File: src/rtl/vga_spot_gen.sv
// -----------------------------------------------------------------------------
// vga_spot_gen
// Spot coordinate generator for the 800x600 VGA raster. Produces the signed
// (spotX, spotY) bus that every sprite and wall renderer compares against its
// own centre, plus hsync/vsync/blank delayed by PIPE_DELAY pixel-enable cycles
// so they line up with the renderers' registered colour codes.
//
// Ports:
//   clk          in   system clock
//   reset        in   synchronous, active-high reset (priority over ce)
//   ce           in   pixel enable; counters and delay line advance when 1
//   spotX        out  signed 11-bit horizontal coordinate, -HBLANK..HACTIVE-1
//   spotY        out  signed 11-bit vertical coordinate,   -VBLANK..VACTIVE-1
//   line_start   out  combinational pulse at spotX = -HBLANK while ce = 1
//   frame_start  out  combinational pulse at the frame origin while ce = 1
//   hsync        out  horizontal sync, PIPE_DELAY ce-cycles late
//   vsync        out  vertical sync,   PIPE_DELAY ce-cycles late
//   blank        out  1 outside the active area, PIPE_DELAY ce-cycles late
// -----------------------------------------------------------------------------
module vga_spot_gen #(
  parameter int HACTIVE    = 800,
  parameter int HFP        = 56,
  parameter int HSYNC      = 120,
  parameter int HBP        = 64,
  parameter int VACTIVE    = 600,
  parameter int VFP        = 37,
  parameter int VSYNC      = 6,
  parameter int VBP        = 23,
  parameter int PIPE_DELAY = 2,
  parameter int SYNC_POL   = 1
) (
  input  logic               clk,
  input  logic               reset,
  input  logic               ce,
  output logic signed [10:0] spotX,
  output logic signed [10:0] spotY,
  output logic               line_start,
  output logic               frame_start,
  output logic               hsync,
  output logic               vsync,
  output logic               blank
);

  localparam int HBLANK = HFP + HSYNC + HBP;
  localparam int VBLANK = VFP + VSYNC + VBP;

  // Blanking positions are negative, so the origin of every line/frame is
  // -HBLANK / -VBLANK and the sync window sits just before the back porch.
  localparam logic signed [10:0] X_MIN   = 11'(-HBLANK);
  localparam logic signed [10:0] X_MAX   = 11'(HACTIVE - 1);
  localparam logic signed [10:0] Y_MIN   = 11'(-VBLANK);
  localparam logic signed [10:0] Y_MAX   = 11'(VACTIVE - 1);
  localparam logic signed [10:0] HS_LO   = 11'(-HSYNC - HBP);
  localparam logic signed [10:0] HS_HI   = 11'(-HBP - 1);
  localparam logic signed [10:0] VS_LO   = 11'(-VSYNC - VBP);
  localparam logic signed [10:0] VS_HI   = 11'(-VBP - 1);
  localparam logic               SYNC_OFF = (SYNC_POL == 0) ? 1'b1 : 1'b0;

  // {hsync, vsync, blank} value held in every delay stage after reset
  localparam logic [2:0] IDLE_BITS = {SYNC_OFF, SYNC_OFF, 1'b1};

  logic hs_raw_s;
  logic vs_raw_s;
  logic bl_raw_s;

  // Spot counters: X wraps at the end of the active line and carries into Y.
  always_ff @(posedge clk) begin
    if (reset) begin
      spotX <= X_MIN;
      spotY <= Y_MIN;
    end else if (ce) begin
      if (spotX == X_MAX) begin
        spotX <= X_MIN;
        if (spotY == Y_MAX) begin
          spotY <= Y_MIN;
        end else begin
          spotY <= spotY + 11'sd1;
        end
      end else begin
        spotX <= spotX + 11'sd1;
      end
    end
  end

  // Undelayed sync/blank decoded from the current spot (signed compares).
  assign hs_raw_s = ((spotX >= HS_LO) && (spotX <= HS_HI)) ^ SYNC_OFF;
  assign vs_raw_s = ((spotY >= VS_LO) && (spotY <= VS_HI)) ^ SYNC_OFF;
  assign bl_raw_s = (spotX < 11'sd0) || (spotY < 11'sd0);

  // Preload strobes are not delayed: renderers need them at the spot itself.
  assign line_start  = ce && (spotX == X_MIN);
  assign frame_start = ce && (spotX == X_MIN) && (spotY == Y_MIN);

  generate
    if (PIPE_DELAY == 0) begin : g_nodelay
      assign hsync = hs_raw_s;
      assign vsync = vs_raw_s;
      assign blank = bl_raw_s;
    end else begin : g_delay
      logic [2:0] dly_r [PIPE_DELAY];

      // Shift register advancing only on ce so alignment is in pixel cycles.
      always_ff @(posedge clk) begin
        if (reset) begin
          for (int i = 0; i < PIPE_DELAY; i++) begin
            dly_r[i] <= IDLE_BITS;
          end
        end else if (ce) begin
          dly_r[0] <= {hs_raw_s, vs_raw_s, bl_raw_s};
          for (int i = 1; i < PIPE_DELAY; i++) begin
            dly_r[i] <= dly_r[i-1];
          end
        end
      end

      assign hsync = dly_r[PIPE_DELAY-1][2];
      assign vsync = dly_r[PIPE_DELAY-1][1];
      assign blank = dly_r[PIPE_DELAY-1][0];
    end
  endgenerate

endmodule

File: config.mk
export PLATFORM = sky130hd
export DESIGN_NAME = vga_spot_gen
export DESIGN_NICKNAME = d
export VERILOG_FILES = /design/src/rtl/vga_spot_gen.sv
export SDC_FILE = /design/constraint.sdc
export NUM_CORES = 1
export LEC_CHECK = 0
export CAP_MARGIN = 30
export CORE_MARGIN = 2
export CORE_UTILIZATION = 40
export CTS_BUF_LIST = sky130_fd_sc_hd__clkbuf_8
export CTS_CLUSTER_SIZE = 12
export DETAILED_ROUTE_END_ITERATION = 10
export SYNTH_ARGS = -nofsm -noshare
export SYNTH_HDL_FRONTEND = slang
export SYNTH_SLANG_ARGS = --single-unit
File: constraint.sdc
create_clock -name clk -period 2 [get_ports clk]
set_input_delay 0.3 -clock clk [delete_from_list [all_inputs] [get_ports clk]]
set_output_delay 0.3 -clock clk [all_outputs]
set_load 0.1 [all_outputs]
==> impl_metrics.csv, run 1 <==
group,metric,value,unit
global_routing,grt_first_pass_wirelength,6.106,mm
clocking,clk_pin_slew,100,ps
global_routing,track_usage,0.1776,
timing,period_share,1.099,
clocking,cts_hold_buf,0,
timing,finalHoldViolations,0,
global_routing,grt_overflow_total,0,
pwr,ir_drop,0.3741,mV
layout,layout_common_cells,"41 x buf_4, 19 x nand2_1, 18 x nor2_1, 14 x dfxtp_2, 11 x nand4_1",
floorplan,core_area,0.003716,mm²
layout,fillCellCount,357,
synthesis,post_synth_num_cell_types,46,
detailed_routing,routedWlPerCell,13.89,µm
global_routing,antenna_found_initial,0,
placed_design,io_buffers,29,
worst_hold_path,min_path_cells,2,
synthesis,async_flop_share,0,
timing,tightest_slew,380.8,ps
worst_hold_path,hold_end,"spotX[0]",
detailed_routing,firstDrtPassIters,4,
synthesis,synth_top_area_frac,0.2809,
synthesis,synth_seq_cells,28,
clocking,cts_resized,0,
synthesis,yosys-top-cells-area,"dfxtp_1 28%, edfxtp_1 11%, nand2_1 4.5%",
layout,syn_to_final_growth,31.60,%
worst_hold_path,hold_path.class,"flip-flop to flip-flop",
pwr,p_leak,0.0008016,µW
timing,finClkSkew,5.508,ps
synthesis,yosysTopAreaCell,"dfxtp_1",
synthesis,synth.avg_cell_area,8.808,µm²
floorplan,initial_core_util,0.4219,
clocking,clock-sinks,28,
timing,slew_headroom,0.7438,
worst_setup_path,critical_path_buf_inv_count,1,
worst_setup_path,cp-start-kind,"flip-flop",
synthesis,syn_area,0.001568,mm²
timing,slew_violations,0,
placed_design,post-place-ws,-153.5,ps
clocking,cts_inserted_buffers,3,
detailed_routing,drtIter0Drc,103,
floorplan,ios,30,
synthesis,ys.flop_type,"dfxtp_1",
worst_setup_path,rr_endpoint,"spotY[1]",
timing,setup_slack,-197.4,ps
layout,antennaDiodeCount,0,
global_routing,grt_max_degree,16,
clocking,clockBufferDepth,2,
worst_setup_path,worstPathRequired,1700,ps
worst_setup_path,end_kind,"primary output",
clocking,htreeDepth,1,
pwr,power.density,554.3,mW/mm²
floorplan,row_count,22,
detailed_routing,postRouteAntennaNets,0,
placed_design,globalplace.congestion,0.8437,
worst_setup_path,crit_start,"spotX[7]",
synthesis,synth-edff-count,6,
detailed_routing,finalWirelength,3.722,mm
synthesis,synthCells,178,
worst_setup_path,cpLargestDelayFamily,"simple AND/OR/NAND/NOR gates",
worst_setup_path,critical_path.max_fanout,2,
floorplan,die_area,0.004436,mm²
floorplan,die_x,66.61,µm
placed_design,placed_area,0.002003,mm²
pwr,p_total,1144,µW
worst_setup_path,r2r_start,"spotX[0]",
synthesis,synth.net_count,186,
timing,worst_hold_slack,525.8,ps
worst_setup_path,crit_chain,"and4bb_2, or4b_4, nor3_4, and2_4, buf_12",
placed_design,place.detailed.hpwl,2.834,mm
global_routing,grt_pass1_vias,1330,
run_status,status,"finished, violations left",
timing,rsz0062_at_grt,"yes",
clocking,cts_root_buf,"clkbuf_8",
worst_setup_path,max_stage_delay,480,ps
worst_setup_path,path_class,"flip-flop to primary output",
layout,layout-drive-gt1-share,0.3591,
worst_setup_path,r2r_slack,160,ps
layout,layout_commonest_cell,"buf_4",
synthesis,synth-seq-area-share,0.3958,
layout,fin_area,0.002063,mm²
synthesis,ys_warn_count,0,
clocking,clk_latency,270,ps
clocking,cts_tree,"built",
layout,final_nets,229,
run,max_cap_viol_count,0,
worst_setup_path,ff2ff_path_depth,6,
timing,finalSetupViolations,2,
timing,post-route-min-period,2197,ps
worst_hold_path,hold_path_startpoint,"spotX[0]",
layout,final_util,0.5552,
detailed_routing,drc,0,
floorplan,die_y,66.61,µm
worst_setup_path,cpMaxStageDelayCell,"or4b_4",
worst_setup_path,arrival,1900,ps
run_status,violations,"setup timing",
timing,fmax,0.4551,GHz
detailed_routing,via_count,1460,
detailed_routing,via_per_inst,5.448,
==> synth_stat cells (all sizes together) (2+ instances only) <==
library cell	count
dfxtp	22
nand2	19
nor2	18
nand4	12
nand3	10
a21oi	9
xnor2	7
edfxtp	6
inv	6
ha	5
nand2b	5
nor3	5
and2	4
and3	4
clkbuf	4
and4bb	3
buf	3
nor2b	3
a21o	2
a2bb2oi	2
a31oi	2
and3b	2
nor4	2
nor4b	2
o31ai	2
or3	2
or4	2
or4b	2
xor2	2
==> layer usage <==
metal | global-route usage | vias up | wire length, µm
met4 | 0.05357 | 0 | 34
met1 | 0.2434 | 690 | 1797
met2 | 0.2925 | 33 | 1768
met3 | 0.02027 | 4 | 122
li1 | - | 733 | -
met5 | 0 | - | 0
==> worst reg2reg max path: stages (launching register included) <==
cell and delay, ps:
dfxtp_4 370, ha_1 230, and4_1 260, buf_4 150, and3_2 240, a31oi_1 310
o211ai_1 140
==> sequential cells by signal, summed over array words and instances, names as in the netlist <==
signal and count:
g_delay.dly_r 6, spotX 11, spotY 11
==> layout make-up <==
class / count / area, µm² / area share
Timing Repair Buffer: 45 / 367.9 / 0.1783
Tap cell: 48 / 60.06 / 0.02911
Multi-Input combinational cell: 137 / 899.6 / 0.4360
Clock buffer: 3 / 41.29 / 0.02001
Inverter: 6 / 22.52 / 0.01092
Clock inverter: 1 / 3.754 / 0.001819
Sequential cell: 28 / 668.1 / 0.3238
==> cells by family after synthesis <==
| family | Yosys count | synth area share |
|---|---|---|
| adder cells (fa/ha/maj) | 5 | 0.03990 |
| XOR/XNOR | 9 | 0.05028 |
| multiplexers | 1 | 0.006385 |
| buffers and inverters | 13 | 0.03830 |
| flip-flops | 28 | 0.3958 |
| AO/OA/AOI/OAI | 23 | 0.09577 |
| AND/OR/NAND/NOR | 99 | 0.3735 |
==> how the worst max path moves through the flow <==
stage / endpoint / cells after the start
after floorplan: frame_start / 4
after global placement: frame_start / 6
after detailed placement: frame_start / 6
after CTS: frame_start / 5
after global routing: frame_start / 5
final: frame_start / 5
==> power by group <==
| group | switching (µW) | total, µW | leakage [µW] | internal [µW] |
|---|---|---|---|---|
| sequential | 16.9 | 598 | 0.000238 | 581 |
| combinational | 165 | 239 | 0.000540 | 74.5 |
| clock | 169 | 307 | 0.0000231 | 138 |
| total | 351 | 1140 | 0.000802 | 793 |
==> timing repair <==
action,in CTS,in global routing
pin swaps,1,0
setup buffers,2,0
endpoints found under the hold margin,0,0
endpoints found under the setup margin,2,2
==> metrics by stage <==
stage,TNS [ps],cells
final,-361.2,268
after CTS,-369.8,268
after global placement,-480.6,262
after global routing,-479.7,268
after detailed placement,-858.0,262
after floorplan,-1369,178
Power figures use the tool's default switching activity.
==> run 2: changes to the inputs <==
--- a/config.mk
+++ b/config.mk
@@ -6,6 +6,7 @@
 export NUM_CORES = 1
 export LEC_CHECK = 0
 export CAP_MARGIN = 30
+export CORE_ASPECT_RATIO = 1.25
 export CORE_MARGIN = 2
 export CORE_UTILIZATION = 40
 export CTS_BUF_LIST = sky130_fd_sc_hd__clkbuf_8
==> run 2 against run 1 <==
Compared with the run above:
- the flow still finishes with violations (setup timing)
- routed wire length grew 2.7%
- critical endpoint unchanged
- highest routed layer unchanged
- die area is essentially flat
- first-iteration DRC count shrank 33%
- worst setup slack lost 10 ps
- global-route usage grew 0.64 points
- sequential share of layout area shrank 0.80 points
- hold slack lost 3.1 ps
- cell area grew 2.5%
==> impl_metrics.csv, run 2 (synthesized netlist as in run 1, its figures left out) <==
group,metric,value,unit
worst_setup_path,worstPathRequired,1700,ps
layout,syn_to_final_growth,34.96,%
floorplan,row_count,25,
floorplan,ios,30,
pwr,ir_drop,0.2938,mV
floorplan,core_area,0.003785,mm²
worst_setup_path,rr_endpoint,"spotY[8]",
worst_setup_path,path_class,"flip-flop to primary output",
timing,fin_tns_setup,-348.8,ps
clocking,cts_inserted_buffers,3,
layout,antennaDiodeCount,0,
timing,setup_slack,-207.7,ps
timing,finalSetupViolations,2,
timing,post-route-min-period,2208,ps
detailed_routing,drc,0,
global_routing,track_usage,0.1840,
detailed_routing,via_per_inst,5.210,
worst_setup_path,critical_path.max_fanout,2,
timing,rsz0062_at_grt,"yes",
timing,slew_headroom,0.7086,
global_routing,antenna_found_initial,0,
clocking,clk_latency,280,ps
layout,layout_common_cells,"42 x buf_4, 19 x nand2_1, 18 x nor2_1, 14 x dfxtp_2, 11 x nand4_1",
pwr,p_leak,0.0008249,µW
clocking,cts_hold_buf,0,
layout,final_util,0.5590,
clocking,clockBufferDepth,2,
timing,slew_violations,0,
clocking,clk_pin_slew,90,ps
timing,tightest_slew,433.1,ps
detailed_routing,firstDrtPassIters,4,
pwr,power.density,608.0,mW/mm²
layout,layout-drive-gt1-share,0.3694,
layout,fillCellCount,356,
global_routing,grt_overflow_total,0,
detailed_routing,postRouteAntennaNets,0,
worst_hold_path,hold_end,"g_delay.dly_r[0][4]",
floorplan,die_y,74.00,µm
placed_design,place.detailed.hpwl,2.903,mm
detailed_routing,routedWlPerCell,13.85,µm
worst_setup_path,cp-start-kind,"flip-flop",
worst_setup_path,arrival,1910,ps
floorplan,die_x,60.00,µm
timing,period_share,1.104,
timing,fmax,0.4530,GHz
global_routing,grt_max_degree,17,
worst_hold_path,hold_path.class,"flip-flop to flip-flop",
global_routing,grt_pass1_vias,1349,
layout,final_nets,231,
detailed_routing,finalWirelength,3.823,mm
floorplan,initial_core_util,0.4142,
layout,layout_commonest_cell,"buf_4",
detailed_routing,via_count,1438,
worst_setup_path,r2r_start,"spotX[0]",
placed_design,globalplace.congestion,0.8398,
run_status,status,"finished, violations left",
clocking,cts_root_buf,"clkbuf_8",
layout,largestRegisters,"spotX x11, spotY x11, g_delay.dly_r x6",
worst_hold_path,hold_path_startpoint,"g_delay.dly_r[0][1]",
timing,finClkSkew,7.693,ps
worst_setup_path,r2r_slack,210,ps
worst_hold_path,min_path_cells,1,
layout,final-seq-area,668.1,µm²
clocking,cts_tree,"built",
timing,finalHoldViolations,0,
global_routing,grt_first_pass_wirelength,6.279,mm
run_status,violations,"setup timing",
clocking,htreeDepth,1,
worst_setup_path,end_kind,"primary output",
worst_setup_path,ff2ff_path_depth,5,
clocking,clock-sinks,28,
detailed_routing,drtIter0Drc,69,
placed_design,io_buffers,29,
floorplan,die_area,0.004439,mm²
layout,multi_input_area,899.6,µm²
run,max_cap_viol_count,0,
[run 2: cell count changes in the layout (fill, tap and decap cells not counted), sizes merged]
cell,before,now
buf,43,45
clkinv,1,0
bufinv,0,1
[run 2: metal layers]
layer,global-route usage,wire length (µm),up-vias
li1,-,-,736
met1,0.2405,1698,658
met2,0.3043,1893,38
met3,0.02957,170,6
met4,0.06667,61,0
met5,0,0,-
[run 2: worst max path at each step]
stage | start | endpoint | depth (start not counted)
global placement | ce | frame_start | 6
finish | spotX[6] | frame_start | 5
CTS | spotX[6] | frame_start | 5
global route | spotX[6] | frame_start | 5
detailed placement | ce | frame_start | 6
floorplan | spotX[8] | frame_start | 4
[run 2: what timing repair did]
action / 4_1_cts / 5_1_grt
gates resized for setup: 1 / 0
setup endpoints to repair: 2 / 2
buffers inserted: 2 / 0
gates cloned: 0 / 0
[run 2: per-stage QoR]
| stage | hold WS (ps) | power [µW] | setup WS, ps | instance area, µm² | std cells |
|---|---|---|---|---|---|
| after floorplan | 477.3 | 777.6 | -923.1 | 1628 | 178 |
| after global placement | 489.8 | 851.8 | -132.1 | 2026 | 270 |
| after detailed placement | 501.4 | 854.0 | -194.9 | 2026 | 270 |
| after CTS | 527.2 | 1306 | -230.1 | 2116 | 276 |
| after global routing | 549.9 | 1339 | -279.4 | 2116 | 276 |
| final | 522.6 | 1286 | -207.7 | 2116 | 276 |
[run 2: final cells by class]
type / count / share of cell area
Inverter: 6 / 0.01064
Multi-Input combinational cell: 137 / 0.4252
Clock buffer: 3 / 0.01952
Timing Repair Buffer: 47 / 0.1827
Tap cell: 54 / 0.03193
Clock inverter: 1 / 0.01419
Sequential cell: 28 / 0.3158
[run 2: critical path, stage by stage, from the launching register on]
cell      delay [ps]
dfxtp_4          350
and4bb_2         300
or4b_4           470
nor3_4           160
and2_4           180
buf_12           170
[run 2: where the power goes]
group          switching, µW  internal [µW]  total [µW]
clock                    178            268         446
sequential              14.9            581         596
combinational            167           77.8         245
